**src/rtl/gcbp_corr_rd_sched_if.sv**
```systemverilog
// -----------------------------------------------------------------------------
// gcbp_corr_rd_sched_if
//   Bundle of control, BRAM read-port and correlator-tag signals for the GCBP
//   correlator read scheduler.
//
//   Parameters
//     C_ADDR_W  BRAM address width
//     C_LINE_W  width of the line-index tag
//
//   Modports
//     slave   scheduler side: takes start/locations/ready, drives read port,
//             beat tags and status
//     master  controller/consumer side (mirror image of slave)
//
//   Optional: GCBP_CORR_SCHED_STATS_EN adds o_stall_cnt.
// -----------------------------------------------------------------------------
interface gcbp_corr_rd_sched_if #(
    parameter int unsigned C_ADDR_W = 9,
    parameter int unsigned C_LINE_W = 6
);
    logic                i_start;
    logic [1:0]          i_curr_frame_loc;
    logic [1:0]          i_prev_frame_loc;
    logic                i_corr_ready;
    logic                o_bram_rd_en;
    logic [C_ADDR_W-1:0] o_bram_rd_addr;
    logic                o_line_valid;
    logic [C_LINE_W-1:0] o_line_idx;
    logic                o_sel_prev;
    logic                o_busy;
    logic                o_done;
    logic                o_overrun;
`ifdef GCBP_CORR_SCHED_STATS_EN
    logic [15:0]         o_stall_cnt;
`endif

    modport slave (
        input  i_start, i_curr_frame_loc, i_prev_frame_loc, i_corr_ready,
        output o_bram_rd_en, o_bram_rd_addr, o_line_valid, o_line_idx, o_sel_prev,
               o_busy, o_done, o_overrun
`ifdef GCBP_CORR_SCHED_STATS_EN
        , output o_stall_cnt
`endif
    );

    modport master (
        output i_start, i_curr_frame_loc, i_prev_frame_loc, i_corr_ready,
        input  o_bram_rd_en, o_bram_rd_addr, o_line_valid, o_line_idx, o_sel_prev,
               o_busy, o_done, o_overrun
`ifdef GCBP_CORR_SCHED_STATS_EN
        , input o_stall_cnt
`endif
    );
endinterface

```
**src/rtl/gcbp_corr_rd_sched.sv**
```systemverilog
// -----------------------------------------------------------------------------
// gcbp_corr_rd_sched
//   Read-port scheduler for the GCBP sub-image BRAM array. A frame start walks
//   all lines of the current and previous sub-images, interleaving current and
//   previous reads line by line. Each returning data beat is tagged with its
//   line index and frame select; o_done pulses once the final beat has been
//   presented.
//
//   Ports
//     i_clk, i_resetn   clock, asynchronous active-low reset
//     bus (slave)       i_start, i_curr_frame_loc, i_prev_frame_loc,
//                       i_corr_ready in; o_bram_rd_en, o_bram_rd_addr,
//                       o_line_valid, o_line_idx, o_sel_prev, o_busy,
//                       o_done, o_overrun out
//
//   Optional feature macro: GCBP_CORR_SCHED_STATS_EN
//     Adds bus.o_stall_cnt: READ cycles with i_corr_ready low, cleared on an
//     accepted start, saturating at 16'hFFFF.
// -----------------------------------------------------------------------------
module gcbp_corr_rd_sched #(
    parameter int unsigned C_LINES           = 64,
    parameter int unsigned C_SUBIMAGE_OFFSET = 128,
    parameter int unsigned C_ADDR_W          = 9,
    parameter int unsigned C_RD_LATENCY      = 1
) (
    input  logic                  i_clk,
    input  logic                  i_resetn,
    gcbp_corr_rd_sched_if.slave   bus
);

    localparam int unsigned BEATS  = 2 * C_LINES;
    localparam int unsigned K_W    = $clog2(BEATS);
    localparam int unsigned LINE_W = $clog2(C_LINES);

    typedef enum logic [1:0] {StIdle, StRead, StDrain, StDone} state_e;

    state_e              state_q;
    logic [K_W-1:0]      k_q;
    logic [1:0]          curr_q;
    logic [1:0]          prev_q;
    logic                rd_en_q;
    logic [C_ADDR_W-1:0] addr_q;
    logic [LINE_W-1:0]   iss_line_q;
    logic                iss_sel_q;
    logic                busy_q;
    logic                done_q;
    logic                overrun_q;

    logic [C_RD_LATENCY-1:0] vld_pipe_q;
    logic [C_RD_LATENCY-1:0] sel_pipe_q;
    logic [LINE_W-1:0]       line_pipe_q [C_RD_LATENCY];

`ifdef GCBP_CORR_SCHED_STATS_EN
    logic [15:0] stall_q;
`endif

    logic                start_ok;
    logic                issue;
    logic                last_issue;
    logic                last_valid;
    logic [1:0]          sel_loc;
    logic [LINE_W-1:0]   k_line;
    logic                k_sel;
    logic [C_ADDR_W-1:0] addr_d;

    always_comb begin
        start_ok = (state_q == StIdle) && bus.i_start;
        // The start cycle itself issues beat 0 so the first read lands the
        // cycle after i_start; until locations are latched use the inputs.
        issue    = bus.i_corr_ready && (start_ok || (state_q == StRead));
        k_line   = k_q[K_W-1:1];
        k_sel    = k_q[0];
        if (start_ok) begin
            sel_loc = k_sel ? bus.i_prev_frame_loc : bus.i_curr_frame_loc;
        end else begin
            sel_loc = k_sel ? prev_q : curr_q;
        end
        addr_d     = C_ADDR_W'(32'(sel_loc) * C_SUBIMAGE_OFFSET + 32'(k_line));
        last_issue = issue && (k_q == K_W'(BEATS - 1));
        last_valid = vld_pipe_q[C_RD_LATENCY-1] && sel_pipe_q[C_RD_LATENCY-1] &&
                     (line_pipe_q[C_RD_LATENCY-1] == LINE_W'(C_LINES - 1));
    end

    always_ff @(posedge i_clk or negedge i_resetn) begin
        if (!i_resetn) begin
            state_q    <= StIdle;
            k_q        <= '0;
            curr_q     <= '0;
            prev_q     <= '0;
            rd_en_q    <= 1'b0;
            addr_q     <= '0;
            iss_line_q <= '0;
            iss_sel_q  <= 1'b0;
            busy_q     <= 1'b0;
            done_q     <= 1'b0;
            overrun_q  <= 1'b0;
            vld_pipe_q <= '0;
            sel_pipe_q <= '0;
            for (int i = 0; i < int'(C_RD_LATENCY); i++) begin
                line_pipe_q[i] <= '0;
            end
`ifdef GCBP_CORR_SCHED_STATS_EN
            stall_q    <= '0;
`endif
        end else begin
            // Issue stage; address and tags hold while nothing issues.
            rd_en_q <= issue;
            if (issue) begin
                addr_q     <= addr_d;
                iss_line_q <= k_line;
                iss_sel_q  <= k_sel;
                k_q        <= last_issue ? '0 : k_q + 1'b1;
            end

            // Latency pipe is never stalled by ready.
            vld_pipe_q[0]  <= rd_en_q;
            sel_pipe_q[0]  <= iss_sel_q;
            line_pipe_q[0] <= iss_line_q;
            for (int i = int'(C_RD_LATENCY) - 1; i > 0; i--) begin
                vld_pipe_q[i]  <= vld_pipe_q[i-1];
                sel_pipe_q[i]  <= sel_pipe_q[i-1];
                line_pipe_q[i] <= line_pipe_q[i-1];
            end

            if (bus.i_start && (state_q != StIdle)) begin
                overrun_q <= 1'b1;
            end

            done_q <= 1'b0;
            unique case (state_q)
                StIdle: begin
                    if (bus.i_start) begin
                        curr_q    <= bus.i_curr_frame_loc;
                        prev_q    <= bus.i_prev_frame_loc;
                        overrun_q <= 1'b0;
                        busy_q    <= 1'b1;
                        state_q   <= StRead;
`ifdef GCBP_CORR_SCHED_STATS_EN
                        stall_q   <= '0;
`endif
                    end
                end
                StRead: begin
`ifdef GCBP_CORR_SCHED_STATS_EN
                    if (!bus.i_corr_ready && (stall_q != 16'hFFFF)) begin
                        stall_q <= stall_q + 16'd1;
                    end
`endif
                    if (last_issue) begin
                        state_q <= StDrain;
                    end
                end
                StDrain: begin
                    if (last_valid) begin
                        state_q <= StDone;
                        done_q  <= 1'b1;
                    end
                end
                StDone: begin
                    state_q <= StIdle;
                    busy_q  <= 1'b0;
                end
                default: state_q <= StIdle;
            endcase
        end
    end

    assign bus.o_bram_rd_en   = rd_en_q;
    assign bus.o_bram_rd_addr = addr_q;
    assign bus.o_line_valid   = vld_pipe_q[C_RD_LATENCY-1];
    assign bus.o_line_idx     = line_pipe_q[C_RD_LATENCY-1];
    assign bus.o_sel_prev     = sel_pipe_q[C_RD_LATENCY-1];
    assign bus.o_busy         = busy_q;
    assign bus.o_done         = done_q;
    assign bus.o_overrun      = overrun_q;
`ifdef GCBP_CORR_SCHED_STATS_EN
    assign bus.o_stall_cnt    = stall_q;
`endif

endmodule

```
**src/flat_wrapper.sv**
```systemverilog
// flat-port wrapper written by rule: the top's interface ports become plain ports
module gcbp_corr_rd_sched_flat 
#(
    parameter int unsigned C_LINES           = 64,
    parameter int unsigned C_SUBIMAGE_OFFSET = 128,
    parameter int unsigned C_ADDR_W          = 9,
    parameter int unsigned C_RD_LATENCY      = 1
)
  (i_clk, i_resetn, bus_i_start, bus_i_curr_frame_loc, bus_i_prev_frame_loc, bus_i_corr_ready, bus_o_bram_rd_en, bus_o_bram_rd_addr, bus_o_line_valid, bus_o_line_idx, bus_o_sel_prev, bus_o_busy, bus_o_done, bus_o_overrun);
  gcbp_corr_rd_sched_if #(.C_ADDR_W(C_ADDR_W), .C_LINE_W(6)) bus_i ();
  input  logic i_clk;
  input  logic i_resetn;
  input wire logic [$bits(bus_i.i_start)-1:0] bus_i_start;
  input wire logic [$bits(bus_i.i_curr_frame_loc)-1:0] bus_i_curr_frame_loc;
  input wire logic [$bits(bus_i.i_prev_frame_loc)-1:0] bus_i_prev_frame_loc;
  input wire logic [$bits(bus_i.i_corr_ready)-1:0] bus_i_corr_ready;
  output wire logic [$bits(bus_i.o_bram_rd_en)-1:0] bus_o_bram_rd_en;
  output wire logic [$bits(bus_i.o_bram_rd_addr)-1:0] bus_o_bram_rd_addr;
  output wire logic [$bits(bus_i.o_line_valid)-1:0] bus_o_line_valid;
  output wire logic [$bits(bus_i.o_line_idx)-1:0] bus_o_line_idx;
  output wire logic [$bits(bus_i.o_sel_prev)-1:0] bus_o_sel_prev;
  output wire logic [$bits(bus_i.o_busy)-1:0] bus_o_busy;
  output wire logic [$bits(bus_i.o_done)-1:0] bus_o_done;
  output wire logic [$bits(bus_i.o_overrun)-1:0] bus_o_overrun;
  assign bus_i.i_start = bus_i_start;
  assign bus_i.i_curr_frame_loc = bus_i_curr_frame_loc;
  assign bus_i.i_prev_frame_loc = bus_i_prev_frame_loc;
  assign bus_i.i_corr_ready = bus_i_corr_ready;
  assign bus_o_bram_rd_en = bus_i.o_bram_rd_en;
  assign bus_o_bram_rd_addr = bus_i.o_bram_rd_addr;
  assign bus_o_line_valid = bus_i.o_line_valid;
  assign bus_o_line_idx = bus_i.o_line_idx;
  assign bus_o_sel_prev = bus_i.o_sel_prev;
  assign bus_o_busy = bus_i.o_busy;
  assign bus_o_done = bus_i.o_done;
  assign bus_o_overrun = bus_i.o_overrun;
  gcbp_corr_rd_sched #(.C_LINES(C_LINES), .C_SUBIMAGE_OFFSET(C_SUBIMAGE_OFFSET), .C_ADDR_W(C_ADDR_W), .C_RD_LATENCY(C_RD_LATENCY)) u_core (.i_clk(i_clk), .i_resetn(i_resetn), .bus(bus_i));
endmodule
```
**config.mk**
```make
export PLATFORM = sky130hd
export DESIGN_NAME = gcbp_corr_rd_sched_flat
export DESIGN_NICKNAME = d
export VERILOG_FILES = /design/src/rtl/gcbp_corr_rd_sched_if.sv /design/src/rtl/gcbp_corr_rd_sched.sv /design/src/flat_wrapper.sv
export SDC_FILE = /design/constraint.sdc
export NUM_CORES = 1
export LEC_CHECK = 0
export ABC_AREA = 1
export ABC_CLOCK_PERIOD_IN_PS = 2400
export CORE_MARGIN = 3
export CORE_UTILIZATION = 53
export CTS_CLUSTER_DIAMETER = 120
export DETAILED_ROUTE_END_ITERATION = 16
export PLACE_DENSITY = 0.94
export SLEW_MARGIN = 40
export SYNTH_ARGS = -nofsm -noshare
export SYNTH_HDL_FRONTEND = slang
export SYNTH_SLANG_ARGS = --single-unit
```
**constraint.sdc**
```tcl
create_clock -name i_clk -period 2.4 [get_ports i_clk]
set_clock_uncertainty 0.2 [all_clocks]
set_input_delay 0.48 -clock i_clk [delete_from_list [all_inputs] [get_ports i_clk]]
set_output_delay 0.48 -clock i_clk [all_outputs]
set_load 0.02 [all_outputs]
```
; Word-level counts from Yosys, hierarchy flattened
; Cells that the tools add are included.
[op_classes]
n_addsub = 2
n_eq_ne = 8
mux = 15
reduce_logical = 13
[ops]
columns = operator, n
row1 = 2-bit two-way mux, 6
row2 = 9-bit by 6-bit adder with 9-bit output, 1
row3 = 2-bit one-hot mux with 4 select lines, 1
row4 = "7-bit by 1-bit adder with 7-bit output, second input constant", 1
row5 = "7-bit == test, second input constant", 1
row6 = 7-bit two-way mux, 1
row7 = "6-bit == test, second input constant", 1
row8 = 1-bit logical AND, 6
row9 = 1-bit two-way mux, 6
row10 = "2-bit == test, second input constant", 2
row11 = "2-bit by 1-bit inequality test with 1-bit output, second input constant", 2
row12 = 2-bit AND reduction, 2
row13 = 2-bit nonzero test, 2
row14 = 3-bit AND reduction, 1
row15 = "2-bit by 1-bit == test with 1-bit output, second input constant", 1
row16 = 2-bit zero test, 1
row17 = "2-bit inequality test, second input constant", 1
row18 = 1-bit one-hot mux with 2 select lines, 1
row19 = 1-bit logical OR, 1
[word_totals]
regBits = 41
in_bits = 8
output_inout_bits = 21
wordCells = 52

; Depth between registers and ports, before layout
[logic_depth]
ltp_word = 7
mapped_depth = 9
mapped_depth_nobuf = 9

; Worst setup path after synthesis
; No wires, ideal clock.
[synth_timing]
path_type = reg2reg
from = reg u_core.state_q[0]
to = reg u_core.state_q[0]
arrival_ns = 1.297
required_ns = 2.083
slack_ns = 0.786
path_stages_with_launch = 10
n_path_buf = 0
path_cell_list = dfrtp_1 inv_1 ha_1 nand2_4 a21boi_4 nand2_2 nand2_2 nand2_1 nand2_1 nand2_1
[synth_via]
elab_chain_len = 7
word_cells_on_any_way = 13
[synth_lines]
columns = item, line
row1 = "start, declared", gcbp_corr_rd_sched.sv:37  ; state_e state_q;
row2 = "start signal, assigned", gcbp_corr_rd_sched.sv:86  ; state_q <= StIdle;
row3 = "start signal, assigned", gcbp_corr_rd_sched.sv:137  ; state_q <= StRead;
row4 = "start signal, assigned", gcbp_corr_rd_sched.sv:150  ; state_q <= StDrain;
row5 = 2-bit zero test, "gcbp_corr_rd_sched.sv:67, gcbp_corr_rd_sched.sv:130"
row6 = 1-bit logical AND, gcbp_corr_rd_sched.sv:67  ; start_ok = (state_q == StIdle) && bus.i_start;
row7 = 1-bit logical OR, gcbp_corr_rd_sched.sv:70  ; issue = bus.i_corr_ready && (start_ok || (state_q == StRead));
row8 = 1-bit logical AND, gcbp_corr_rd_sched.sv:70
row9 = 1-bit logical AND, gcbp_corr_rd_sched.sv:79  ; last_issue = issue && (k_q == K_W'(BEATS - 1));
row10 = 2-bit by 1-bit inequality test with 1-bit output (no source line), n/a
row11 = 3-bit AND reduction (no source line), n/a
; Parallel ways exist; a longest one is shown, timed or not.
; A chain may end at the register's enable or synchronous reset.

==> run_results.csv <==
group,metric,value,unit
final_layout,antennaDiodeCount,0,
floorplan,rows,18,
worst_setup_path,cp.depth,1,
floorplan,coreArea,2522,µm²
final_layout,final_common_cell,"nand2_1",
power,p_int,1408,µW
power,power_density,1330,nW/µm²
worst_setup_path,cp_slowest_cell,"clkdlybuf4s50_1",
run,maxCapViolCount,0,
power,p_comb_frac,0.439,
route,dr.pass1.iters,4,
timing,grt_setup_unrepaired,"false",
synth,syn-mean-instance-area,9.615,µm²
grt,grt_pass1_wl,4.954,mm
timing,drv_slew,0,
route,vias,1070,
final_layout,nFillCells,190,
worst_setup_path,worstPathRequired,1.72,ns
cts,cts-root-buf,"clkbuf_4",
route,antenna_left,0,
worst_setup_path,critical_path.top_delay_family,"buffers and inverters",
power,power,2383,µW
worst_setup_path,critPathLaunchType,"register",
power,p_clk_frac,0.137,
power,seqPwrFrac,0.424,
worst_setup_path,worstPathMaxFanout,3,
grt,overflow,0,
worst_setup_path,crit_chain,"clkdlybuf4s50_1",
worst_setup_path,crit_path_end,"bus_o_bram_rd_addr[4]",
worst_setup_path,crit_buf_inv,1,
worst_hold_path,hold_path.class,"reg2reg",
cts,cts_tree,"yes",
power,power.share.switching,0.4091,
worst_setup_path,startpoint,"u_core.iss_line_q[4]",
worst_setup_path,endpoint_kind,"primary output",
floorplan,die-area,3363,µm²
synth,syn-num-nets,163,
cts,cts_sinks,34,
synth,synth_cell_type_count,22,
floorplan,start_util,0.5680,
grt,grt_usage,0.2062,
timing,timing.final.crit_share,0.8590,
power,ir_drop,0.0009867,V
cts,htree_levels,2,
worst_setup_path,ff2ff_setup_slack,0.59,ns
cts,post_cts_buffers,0,
synth,ys_seq_elements,34,
worst_setup_path,reg2reg_to,"u_core.state_q[1]",
cts,clk_path_buf_depth,2,
route,routed_wl,2.856,mm
route,drt_iter0_markers,45,
final_layout,drive_above_1_share,0.09290,
grt,antenna_found_initial,0,
floorplan,die_w,57.99,µm
synth,ys_warn_count,0,
route,drc,0,
timing,setup_viol,0,
route,viasPerCell,5.023,
cts,cts_buffers,5,
cts,post_cts_resized,0,
timing,fin_crit,2.062,ns
place,place_congestion,0.9209,
run_status,status,"finished clean",
synth,ys_seq_area_frac,0.5939,
cts,path_clk_slew,0.10,ns
worst_setup_path,cpPeakStageDelay,0.63,ns
timing,hold_slack,0.1701,ns
cts,ctsHoldBuffers,0,
synth,netlist_area,1433,µm²
final_layout,nets,196,
floorplan,die_y,57.99,µm
power,total_switching_power,974.7,µW
place,portBuffers,27,
synth,netlist_instances,149,
grt,grt_max_degree,35,
route,wl_per_cell,13.41,µm
place,dp_hpwl,2.112,mm
worst_setup_path,arrival,1.38,ns
timing,fmax,0.4851,GHz
timing,finalHoldViolCount,0,
floorplan,io_pins,29,
final_layout,syn2layout_area_growth,25.07,%
timing,setup_tns,0,ns
grt,grt_pass1_vias,1058,
worst_setup_path,r2r_cells,9,
final_layout,layout_common_cells,"nand2_1, dfrtp_1, clkdlybuf4s50_1",
cts,insertion_delay,0.33,ns
worst_setup_path,worstSetupPathType,"reg2out",
worst_setup_path,rr_startpoint,"u_core.state_q[0]",
power,p_leak,0.0008878,µW
==> kinds of logic (layout without fill, tap and decap cells) <==
| family | after synthesis | in the layout | share of synthesized area |
|---|---|---|---|
| AND/OR/NAND/NOR | 74 | 74 | 0.2210 |
| flip-flops | 34 | 34 | 0.5939 |
| AO/OA/AOI/OAI | 16 | 16 | 0.06725 |
| buffers and inverters | 16 | 50 | 0.05066 |
| adder cells (fa/ha/maj) | 6 | 6 | 0.05240 |
| XOR/XNOR | 2 | 2 | 0.01223 |
| other | 1 | 1 | 0.002618 |
==> worst min-delay path by stage <==
stage,start,end,slack [ns],depth (start not counted)
finish,u_core.bus.o_bram_rd_en,u_core.bus.o_line_valid,0.17,0
global route,u_core.iss_sel_q,u_core.bus.o_sel_prev,0.20,0
CTS,u_core.bus.o_bram_rd_en,u_core.bus.o_line_valid,0.17,0
detailed placement,u_core.bus.o_bram_rd_en,u_core.bus.o_line_valid,0.16,0
global placement,u_core.iss_sel_q,u_core.bus.o_sel_prev,0.17,0
floorplan,i_resetn,asynchronous set/reset pin,-0.02,0
==> power by group through the flow <==
stage / Combinational, µW / Sequential (µW) / Clock [µW]
after floorplan: 466 / 1150 / 0
after global placement: 999 / 1000 / 0
after detailed placement: 1050 / 1020 / 0
after CTS: 1050 / 1010 / 335
after global routing: 1150 / 1050 / 368
final: 1050 / 1010 / 326
==> metal layers <==
metal,share of wire,vias to the layer above,GRT usage
met5,0,-,0
met4,0.016,0,0.1126
met3,0.054,4,0.07795
met2,0.51,36,0.3258
met1,0.42,500,0.2429
li1,-,530,-
==> sequential cells by signal, summed over array words and instances (netlist names), 2 cells and up, named ones only <==
register                   cells
u_core.curr_q                  2
u_core.bus.o_line_idx          6
u_core.bus.o_bram_rd_addr      3
u_core.prev_q                  2
u_core.k_q                     7
u_core.iss_line_q              5
u_core.state_q                 2
==> worst register-to-register path, stage by stage (launching register included) <==
cell,delay (ns)
dfrtp_1,0.43
inv_1,0.13
ha_1,0.23
nand2_4,0.10
a21boi_4,0.21
nand2_2,0.12
nand2_2,0.10
nand2_1,0.08
nand2_1,0.08
nand2_1,0.05
==> cell usage after synthesis <==
cell / count / area share
inv_1: 13 / 0.034
nand3_1: 8 / 0.028
xor2_1: 1 / 0.0061
nor2_1: 9 / 0.024
ha_1: 6 / 0.052
nand2_1: 49 / 0.13
a21oi_1: 2 / 0.0070
nand3_2: 1 / 0.0070
nand4_1: 1 / 0.0044
buf_2: 1 / 0.0035
buf_6: 1 / 0.0079
conb_1: 1 / 0.0026
nor2_2: 1 / 0.0044
nand2_4: 1 / 0.0079
or2_2: 1 / 0.0044
dfrtp_1: 34 / 0.59
nand2_2: 3 / 0.013
buf_4: 1 / 0.0052
a21boi_4: 1 / 0.013
xnor2_1: 1 / 0.0061
o21ai_0: 12 / 0.042
a21boi_0: 1 / 0.0052
==> area by class of cell <==
type,count,area (µm²),share of cell area
flip-flops and latches,34,850.8,0.4749
multi-input cells,99,509.2,0.2842
repair buffers,29,285.3,0.1592
clock buffers,7,55.05,0.03073
inverters,13,48.80,0.02723
well taps,30,37.54,0.02095
clock inverters,1,5.005,0.002793
==> through the flow <==
stage	setup WS (ns)	std cells	utilization	instance area (µm²)
finish	0.3385	213	0.7103	1792
global route	0.2549	213	0.7103	1792
CTS	0.3034	213	0.7103	1792
detailed placement	0.3143	205	0.6865	1732
global placement	0.3607	205	0.6865	1732
floorplan	0.7861	149	-	1433
(Power assumes the default switching activity.)
